## src/rtl/robot_cmd_arbiter_if.sv

```systemverilog
// Command bus between the IR/UART source decoders and the command arbiter.
`timescale 1ns/1ps
interface robot_cmd_arbiter_if;
  logic [7:0] ir_data;
  logic       ir_vld;
  logic [7:0] uart_data;
  logic       uart_vld;
  logic [7:0] cmd_data;
  logic       cmd_stb;
  logic [1:0] owner;
  logic [7:0] drop_cnt;

  modport master (
    output ir_data, ir_vld, uart_data, uart_vld,
    input  cmd_data, cmd_stb, owner, drop_cnt
  );

  modport slave (
    input  ir_data, ir_vld, uart_data, uart_vld,
    output cmd_data, cmd_stb, owner, drop_cnt
  );
endinterface

```

## src/rtl/robot_cmd_arbiter.sv

```systemverilog
// Two-source ownership arbiter for the 8-bit robot command bus, STOP_CODE on owner timeout.
// Define CMD_ARB_DEDUP_EN to suppress strobes for owner repeats of the current code.
`timescale 1ns/1ps
module robot_cmd_arbiter #(
  parameter int unsigned      CNT_W     = 26,
  parameter logic [CNT_W-1:0] OWN_CYC   = CNT_W'(50_000_000),
  parameter logic [7:0]       STOP_CODE = 8'd13,
  parameter logic [7:0]       IDLE_CODE = 8'd0
) (
  input  logic               clk,
  input  logic               rst_n,
  robot_cmd_arbiter_if.slave bus
);

  typedef enum logic [1:0] {
    S_IDLE     = 2'b00,
    S_OWN_IR   = 2'b01,
    S_OWN_UART = 2'b10
  } state_e;

  localparam logic [CNT_W-1:0] ONE    = {{(CNT_W-1){1'b0}}, 1'b1};
  localparam logic [CNT_W-1:0] RELOAD = OWN_CYC - ONE;

  state_e           state_q;
  logic [7:0]       cmd_data_q;
  logic             cmd_stb_q;
  logic [7:0]       drop_cnt_q;
  logic [CNT_W-1:0] timer_q;

  logic       ir_ok;
  logic       uart_ok;
  logic       own_ok;
  logic       other_ok;
  logic       drop_inc;
  logic [7:0] own_data;

  // A zero code is a void frame: it never accepts, drops or reloads.
  assign ir_ok   = bus.ir_vld   && (bus.ir_data   != 8'd0);
  assign uart_ok = bus.uart_vld && (bus.uart_data != 8'd0);

  always_comb begin
    own_ok   = 1'b0;
    other_ok = 1'b0;
    own_data = bus.ir_data;
    case (state_q)
      S_OWN_IR: begin
        own_ok   = ir_ok;
        other_ok = uart_ok;
        own_data = bus.ir_data;
      end
      S_OWN_UART: begin
        own_ok   = uart_ok;
        other_ok = ir_ok;
        own_data = bus.uart_data;
      end
      default: ;
    endcase
    drop_inc = (state_q == S_IDLE) ? (ir_ok && uart_ok) : other_ok;
  end

  always_ff @(posedge clk or negedge rst_n) begin
    if (!rst_n) begin
      state_q    <= S_IDLE;
      cmd_data_q <= IDLE_CODE;
      cmd_stb_q  <= 1'b0;
      drop_cnt_q <= 8'd0;
      timer_q    <= '0;
    end else begin
      cmd_stb_q <= 1'b0;
      if (drop_inc && (drop_cnt_q != 8'hFF))
        drop_cnt_q <= drop_cnt_q + 8'd1;

      case (state_q)
        S_IDLE: begin
          if (ir_ok) begin
            cmd_data_q <= bus.ir_data;
            cmd_stb_q  <= 1'b1;
            timer_q    <= RELOAD;
            state_q    <= S_OWN_IR;
          end else if (uart_ok) begin
            cmd_data_q <= bus.uart_data;
            cmd_stb_q  <= 1'b1;
            timer_q    <= RELOAD;
            state_q    <= S_OWN_UART;
          end
        end
        default: begin
          // Owner traffic is checked before expiry so a command on the last cycle keeps ownership.
          if (own_ok) begin
            timer_q <= RELOAD;
`ifdef CMD_ARB_DEDUP_EN
            if (own_data != cmd_data_q) begin
              cmd_data_q <= own_data;
              cmd_stb_q  <= 1'b1;
            end
`else
            cmd_data_q <= own_data;
            cmd_stb_q  <= 1'b1;
`endif
          end else if (timer_q == '0) begin
            cmd_data_q <= STOP_CODE;
            cmd_stb_q  <= 1'b1;
            state_q    <= S_IDLE;
          end else begin
            timer_q <= timer_q - ONE;
          end
        end
      endcase
    end
  end

  assign bus.cmd_data = cmd_data_q;
  assign bus.cmd_stb  = cmd_stb_q;
  assign bus.owner    = state_q;
  assign bus.drop_cnt = drop_cnt_q;

endmodule
```

## src/flat_wrapper.sv

```systemverilog
// flat-port wrapper written by rule: the top's interface ports become plain ports
module robot_cmd_arbiter_flat 
#(
  parameter int unsigned      CNT_W     = 26,
  parameter logic [CNT_W-1:0] OWN_CYC   = CNT_W'(50_000_000),
  parameter logic [7:0]       STOP_CODE = 8'd13,
  parameter logic [7:0]       IDLE_CODE = 8'd0
)
  (clk, rst_n, bus_ir_data, bus_ir_vld, bus_uart_data, bus_uart_vld, bus_cmd_data, bus_cmd_stb, bus_owner, bus_drop_cnt);
  robot_cmd_arbiter_if bus_i ();
  input  logic clk;
  input  logic rst_n;
  input wire logic [$bits(bus_i.ir_data)-1:0] bus_ir_data;
  input wire logic [$bits(bus_i.ir_vld)-1:0] bus_ir_vld;
  input wire logic [$bits(bus_i.uart_data)-1:0] bus_uart_data;
  input wire logic [$bits(bus_i.uart_vld)-1:0] bus_uart_vld;
  output wire logic [$bits(bus_i.cmd_data)-1:0] bus_cmd_data;
  output wire logic [$bits(bus_i.cmd_stb)-1:0] bus_cmd_stb;
  output wire logic [$bits(bus_i.owner)-1:0] bus_owner;
  output wire logic [$bits(bus_i.drop_cnt)-1:0] bus_drop_cnt;
  assign bus_i.ir_data = bus_ir_data;
  assign bus_i.ir_vld = bus_ir_vld;
  assign bus_i.uart_data = bus_uart_data;
  assign bus_i.uart_vld = bus_uart_vld;
  assign bus_cmd_data = bus_i.cmd_data;
  assign bus_cmd_stb = bus_i.cmd_stb;
  assign bus_owner = bus_i.owner;
  assign bus_drop_cnt = bus_i.drop_cnt;
  robot_cmd_arbiter #(.CNT_W(CNT_W), .OWN_CYC(OWN_CYC), .STOP_CODE(STOP_CODE), .IDLE_CODE(IDLE_CODE)) u_core (.clk(clk), .rst_n(rst_n), .bus(bus_i));
endmodule
```

## config.mk

```make
export PLATFORM = sky130hd
export DESIGN_NAME = robot_cmd_arbiter_flat
export DESIGN_NICKNAME = d
export VERILOG_FILES = /design/src/rtl/robot_cmd_arbiter_if.sv /design/src/rtl/robot_cmd_arbiter.sv /design/src/flat_wrapper.sv
export SDC_FILE = /design/constraint.sdc
export NUM_CORES = 1
export LEC_CHECK = 0
export BUFFER_PORTS_ARGS = -buffer_cell sky130_fd_sc_hd__buf_2
export CORE_MARGIN = 2
export CORE_UTILIZATION = 60
export DETAILED_ROUTE_END_ITERATION = 8
export PLACE_DENSITY = 0.86
export SETUP_SLACK_MARGIN = 0.05
export SYNTH_ARGS = -nofsm -noshare
export SYNTH_HDL_FRONTEND = slang
export SYNTH_SLANG_ARGS = --single-unit
```

## constraint.sdc

```tcl
create_clock -name clk -period 4.85 [get_ports clk]
set_input_delay 0.2425 -clock clk [delete_from_list [all_inputs] [get_ports clk]]
set_output_delay 0.2425 -clock clk [all_outputs]
set_load 0.005 [all_outputs]
```

==> After elaboration in Yosys (flattened, before gate mapping) <==
Cells that the tools add are included.
{ "word_totals": {"register_bits": 45, "output_inout_bits": 19, "word_cells": 50, "input_bits": 20} }
{ "classes": {"addsub": 2, "n_reduce_logical": 13, "eq_ne": 6, "muxes": 24} }
{ "ops": {"columns": ["op", "n"], "rows": [
  ["26-bit 2-to-1 mux", 5],
  ["8-bit 2-to-1 mux", 6],
  ["26-bit zero test", 1],
  ["26-bit by 1-bit subtractor with 26-bit output (second input constant)", 1],
  ["8-bit nonzero test", 2],
  ["2-bit 2-to-1 mux", 5],
  ["8-bit by 1-bit adder with 8-bit output (second input constant)", 1],
  ["8-bit inequality test (second input constant)", 1],
  ["1-bit 2-to-1 mux", 6],
  ["3-bit by 1-bit inequality test with 1-bit output (second input constant)", 2],
  ["1-bit logical AND", 4],
  ["1-bit case mux with 2 select lines", 2],
  ["2-bit AND reduction", 2],
  ["3-bit AND reduction", 1],
  ["3-bit nonzero test", 1],
  ["2-bit by 1-bit equality test with 1-bit output (second input constant)", 1],
  ["2-bit equality test (second input constant)", 1],
  ["2-bit zero test", 1],
  ["2-bit inequality test (second input constant)", 1],
  ["2-bit nonzero test", 1]
]} }

==> Longest topological paths before layout <==
{ "logic_depth": {"ltp_word": 5, "depth_mapped": 9, "mapped_depth_nobuf": 7} }

==> Worst setup path before layout <==
OpenSTA, ideal clock, no wires.
{ "synth_timing": {"path_type": "reg-to-reg", "start": "register u_core.timer_q[0]", "end": "register u_core.cmd_data_q[1] (netlist: u_core.bus.cmd_data[1])", "slack_ns": 2.547, "t_required_ns": 4.725, "path_buffers": 1, "t_arrival_ns": 2.178, "stages_incl_launch_ff": 9, "setup_time_ns": 0.125, "period_less_slack_ns": 2.303, "cell_sequence": "dfrtp_1 > inv_1 > ha_1 > nor3b_1 > nand2_1 > nor4_1 > or3_1 > buf_6 > mux2_4"} }
{ "synth_via": {"elab_chain_cells": 3} }
{ "synth_rtl": {"columns": ["item", "line", "source"], "rows": [
  ["start: declaration", "robot_cmd_arbiter.sv:28", "logic [CNT_W-1:0] timer_q;"],
  ["start signal: assignment", "robot_cmd_arbiter.sv:105", "timer_q <= timer_q - ONE;"],
  ["26-bit zero test", "robot_cmd_arbiter.sv:100", "end else if (timer_q == '0) begin"],
  ["3-bit nonzero test (no line)", null, null],
  ["2-bit AND reduction (no line)", null, null],
  ["end signal: assignment", "robot_cmd_arbiter.sv:76", "cmd_data_q <= bus.ir_data;"],
  ["end signal: assignment", "robot_cmd_arbiter.sv:81", "cmd_data_q <= bus.uart_data;"],
  ["end signal: assignment", "robot_cmd_arbiter.sv:97", "cmd_data_q <= own_data;"],
  ["end: declaration", "robot_cmd_arbiter.sv:25", "logic [7:0] cmd_data_q;"]
]} }
Every way passes these cells.
A chain may end at the register's enable or synchronous reset.

==> Final worst setup path <==
{ "layout_timing": {"start": "register u_core.state_q[0] (netlist: u_core.bus.owner[0])", "end": "register u_core.drop_cnt_q[1] (netlist: u_core.bus.drop_cnt[1])"} }
{ "layout_via": {"elab_chain_cells": 4, "word_cells_on_any_way": 6, "cone_classes": "eq/ne: 2; mux: 2; reduce/logical: 2"} }
{ "layout_rtl": {"columns": ["item", "line", "source"], "rows": [
  ["start: declaration", "robot_cmd_arbiter.sv:24", "state_e state_q;"],
  ["start signal: assignment", "robot_cmd_arbiter.sv:63", "state_q <= S_IDLE;"],
  ["start signal: assignment", "robot_cmd_arbiter.sv:79", "state_q <= S_OWN_IR;"],
  ["start signal: assignment", "robot_cmd_arbiter.sv:84", "state_q <= S_OWN_UART;"],
  ["2-bit equality test or 2-bit by 1-bit equality test with 1-bit output (tied branches)", "robot_cmd_arbiter.sv:45", "case (state_q)"],
  ["1-bit case mux with 2 select lines", "robot_cmd_arbiter.sv:45", null],
  ["1-bit 2-to-1 mux *", "robot_cmd_arbiter.sv:58", "drop_inc = (state_q == S_IDLE) ? (ir_ok && uart_ok) : other_ok;"],
  ["1-bit logical AND *", "robot_cmd_arbiter.sv:70", "if (drop_inc && (drop_cnt_q != 8'hFF))"],
  ["end signal: assignment", "robot_cmd_arbiter.sv:71", "drop_cnt_q <= drop_cnt_q + 8'd1;"],
  ["end: declaration", "robot_cmd_arbiter.sv:27", "logic [7:0] drop_cnt_q;"]
]} }
Every way passes the cells marked *; elsewhere a longest branch is shown, timed or not.

==> summary.md <==
| Metric | Value |
|---|---|
| Hold/Removal Path Class | primary input to async pin |
| Final Util | 0.6914 |
| Max incr delay on CP | 0.73 ns |
| WS Path Type | flip-flop to flip-flop |
| CTS root buf | clkbuf_8 |
| Max cap viols | 0 |
| Max stage delay cell, worst path | nor3_1 |
| Clk sink count | 45 |
| # IOs | 39 |
| Die height | 71.13 um |
| FFs w/ async S/R, synth | 1.000 |
| Pwr/cell area | 439.7 mW/mm^2 |
| Period utilization | 0.6193 |
| Synth cell count leaders | dfrtp_1 (45), nand2_1 (19), o21ai_0 (19) |
| RSZ-0062 raised after global routing | false |
| Post-route DRC | 0 |
| H-tree levels | 2 |
| Final Hold Fails | 0 |
| Critical Path RT | 5.05 ns |
| TritonCTS Buffers | 5 |
| R2r endpoint | u_core.bus.drop_cnt[1] |
| Largest net degree at the start of global routing | 46 |
| R2r setup slk | 1.85 ns |
| GRT Util Overall | 0.2465 |
| Die area | 0.005059 sq mm |
| Routed wire length | 5817 um |
| Antenna violations before repair | 0 |
| Number of synthesized flops with an enable pin | 0 |
| Area Growth Syn to Fin | 11.34% |
| Outcome | completed |
| Antenna Cells | 0 |
| Initial Utilization | 0.6210 |
| Final Skew | 0.01329 ns |
| Post-Synthesis Cell Area | 0.002704 sq mm |
| CTS Buffer Depth | 2 |
| Worst setup EP type | flip-flop |
| Placed insts | 361 |
| Synth top area share | 0.4165 |
| Non-Filler Instances | 369 |
| Final Max Slew Viols | 0 |
| Nets | 341 |
| Setup Buffers After CTS | 0 |
| Clock transition at path regs | 0.10 ns |
| Worst-margin pin slew | 1.200 ns |
| Total power | 1324 uW |
| CTS tree | done |
| Mapped Nets | 304 |
| GP Congestion | 0.8232 |
| DR vias | 2312 |
| Most common cell in the netlist | dfrtp_1 |
| Grt ovf | 0 |
| First-pass GRT wire length | 9818 um |
| Hold_buf cts | 0 |
| Number of synthesized register bits | 45 |
| Worst path cell trace | inv_1 > ha_1 > clkinv_1 > nor3_1 > o21bai_1 > mux2_2 |
| CP endpoint | u_core.bus.drop_cnt[1] |
| Achievable Freq | 333.0 MHz |
| Top FF cell, synth | dfrtp_1 |
| First element of the critical path | u_core.bus.owner[0] |
| Crit path DAT | 3.20 ns |
| Post-synth top area cell | dfrtp_1 |
| Yosys cell types | 48 |
| Slew HR | 0.1971 |
| Pre-CTS setup slack | 1.910 ns |
| WL/cell | 15.76 um |
| Detailed Routing Iterations Pass 1 | 5 |
| # port buffers | 38 |
| Max rail drop VDD | 0.0002719 V |
| Final ANT Viol Nets | 0 |
| Endpoints failing setup | 0 |
| Critical-path maximum fanout | 22 |
| Worst Slack Setup Final | 1.847 ns |
| Seq/Total Area, Yosys | 0.4165 |
| Mapped Cells | 279 |
| Die width | 71.13 um |
| CP Launch Type | flip-flop |
| Number of global-route vias before repair | 2146 |
| Area contributors post-synth | dfrtp_1 (42%), or3_1 (3.9%), o21ai_0 (3.5%) |
| Syn avg cell area | 9.691 sq um |
| Core ar. | 0.004354 sq mm |
| Share of cells above drive strength 1 | 0.2082 |
| DR iter-0 viols | 149 |
| Warnings from Yosys | 0 |
| Number of gates resized after CTS | 0 |
| Final Critical Period | 3.003 ns |
| RR Startpoint | u_core.bus.owner[0] |
| Total negative setup slack | 0 ns |
| Reg2Reg Depth | 6 |
| Num rows | 24 |
| Clk_lat worst skew | 0.31 ns |
| Routed vias/inst | 6.266 |
| Dpl hpwl | 4170 um |
| LEAKAGE | 0.001230 uW |
cell families (layout without fill, tap and decap cells):
| family | after synthesis | count (layout) | synth area share |
|---|---|---|---|
| flip-flops | 45 | 45 | 0.4165 |
| AND/OR/NAND/NOR | 125 | 125 | 0.2656 |
| XOR/XNOR | 13 | 13 | 0.04211 |
| AO/OA/AOI/OAI | 59 | 59 | 0.1504 |
| multiplexers | 18 | 18 | 0.07820 |
| adder cells (fa/ha/maj) | 5 | 5 | 0.02314 |
| buffers and inverters | 14 | 52 | 0.02406 |
power by group:
part / switching [uW] / internal (uW) / total, uW
registers: 70.1 / 451 / 521
logic: 315 / 245 / 561
clock network: 138 / 104 / 242
registers in the layout (all words and copies together), names as in the netlist:
signal,count
u_core.timer_q,26
u_core.bus.cmd_stb,1
u_core.bus.cmd_data,8
u_core.bus.owner,2
u_core.bus.drop_cnt,8
per-stage QoR:
stage | area [sq um] | hold WS, ns
floorplan | 2704 | -0.05309
global route | 3010 | 0.1811
finish | 3010 | 0.09875
CTS | 3010 | 0.1223
detailed placement | 2917 | 0.4597
global placement | 2917 | 0.4564
worst max-delay path, delay by kind of cell (launching register included):
family	cells	cell delay, ns
multiplexers	1	0.31
buffers and inverters	2	0.56
AND/OR/NAND/NOR	1	0.73
flip-flops	1	0.43
adder cells (fa/ha/maj)	1	0.63
AO/OA/AOI/OAI	1	0.24
cell usage in the layout, fill, tap and decap left out, types with 3 or more instances in the layout:
cell	instances
dfrtp_1	45
o31ai_1	5
a21oi_1	8
a211o_1	6
nand2b_1	3
o211ai_1	5
or4_1	8
clkbuf_8	5
ha_1	5
o21ai_0	19
and3_1	13
buf_2	38
nor4_1	7
mux2i_1	8
xnor2_1	8
inv_1	5
xor2_1	5
nor3_1	15
nor2b_1	3
nand4_1	4
nand3_1	13
nand2_1	19
mux2_2	5
or3_1	17
nor2_1	13
mux2_4	5
or4_4	4
area by class of cell:
| class | count | area (sq um) |
|---|---|---|
| Inverter | 6 | 22.52 |
| Sequential cell | 45 | 1126 |
| Timing Repair Buffer | 38 | 190.2 |
| Clock inverter | 3 | 25.02 |
| Multi-Input combinational cell | 220 | 1513 |
| Fill cell | 357 | 1344 |
| Clock buffer | 5 | 68.82 |
| Tap cell | 52 | 65.06 |
worst min-delay path by stage:
stage	end	slack, ns	from	depth (start not counted)
5_1_grt	u_core.timer_q[22]	0.18	rst_n	1
3_5_place_dp	u_core.timer_q[2]	0.46	rst_n	1
4_1_cts	u_core.bus.drop_cnt[1]	0.12	rst_n	1
6_report	u_core.timer_q[0]	0.1	rst_n	1
3_3_place_gp	u_core.timer_q[2]	0.46	rst_n	1
2_1_floorplan	u_core.bus.cmd_data[0]	-0.05	rst_n	0
per-layer routing:
layer,global-route usage,vias to the layer above,wire (um)
li1,-,1126,-
met1,0.3296,1104,2676
met2,0.3977,77,2812
met3,0.04843,5,277
met4,0.09644,0,50
met5,0,-,0
(Power assumes the default switching activity.)
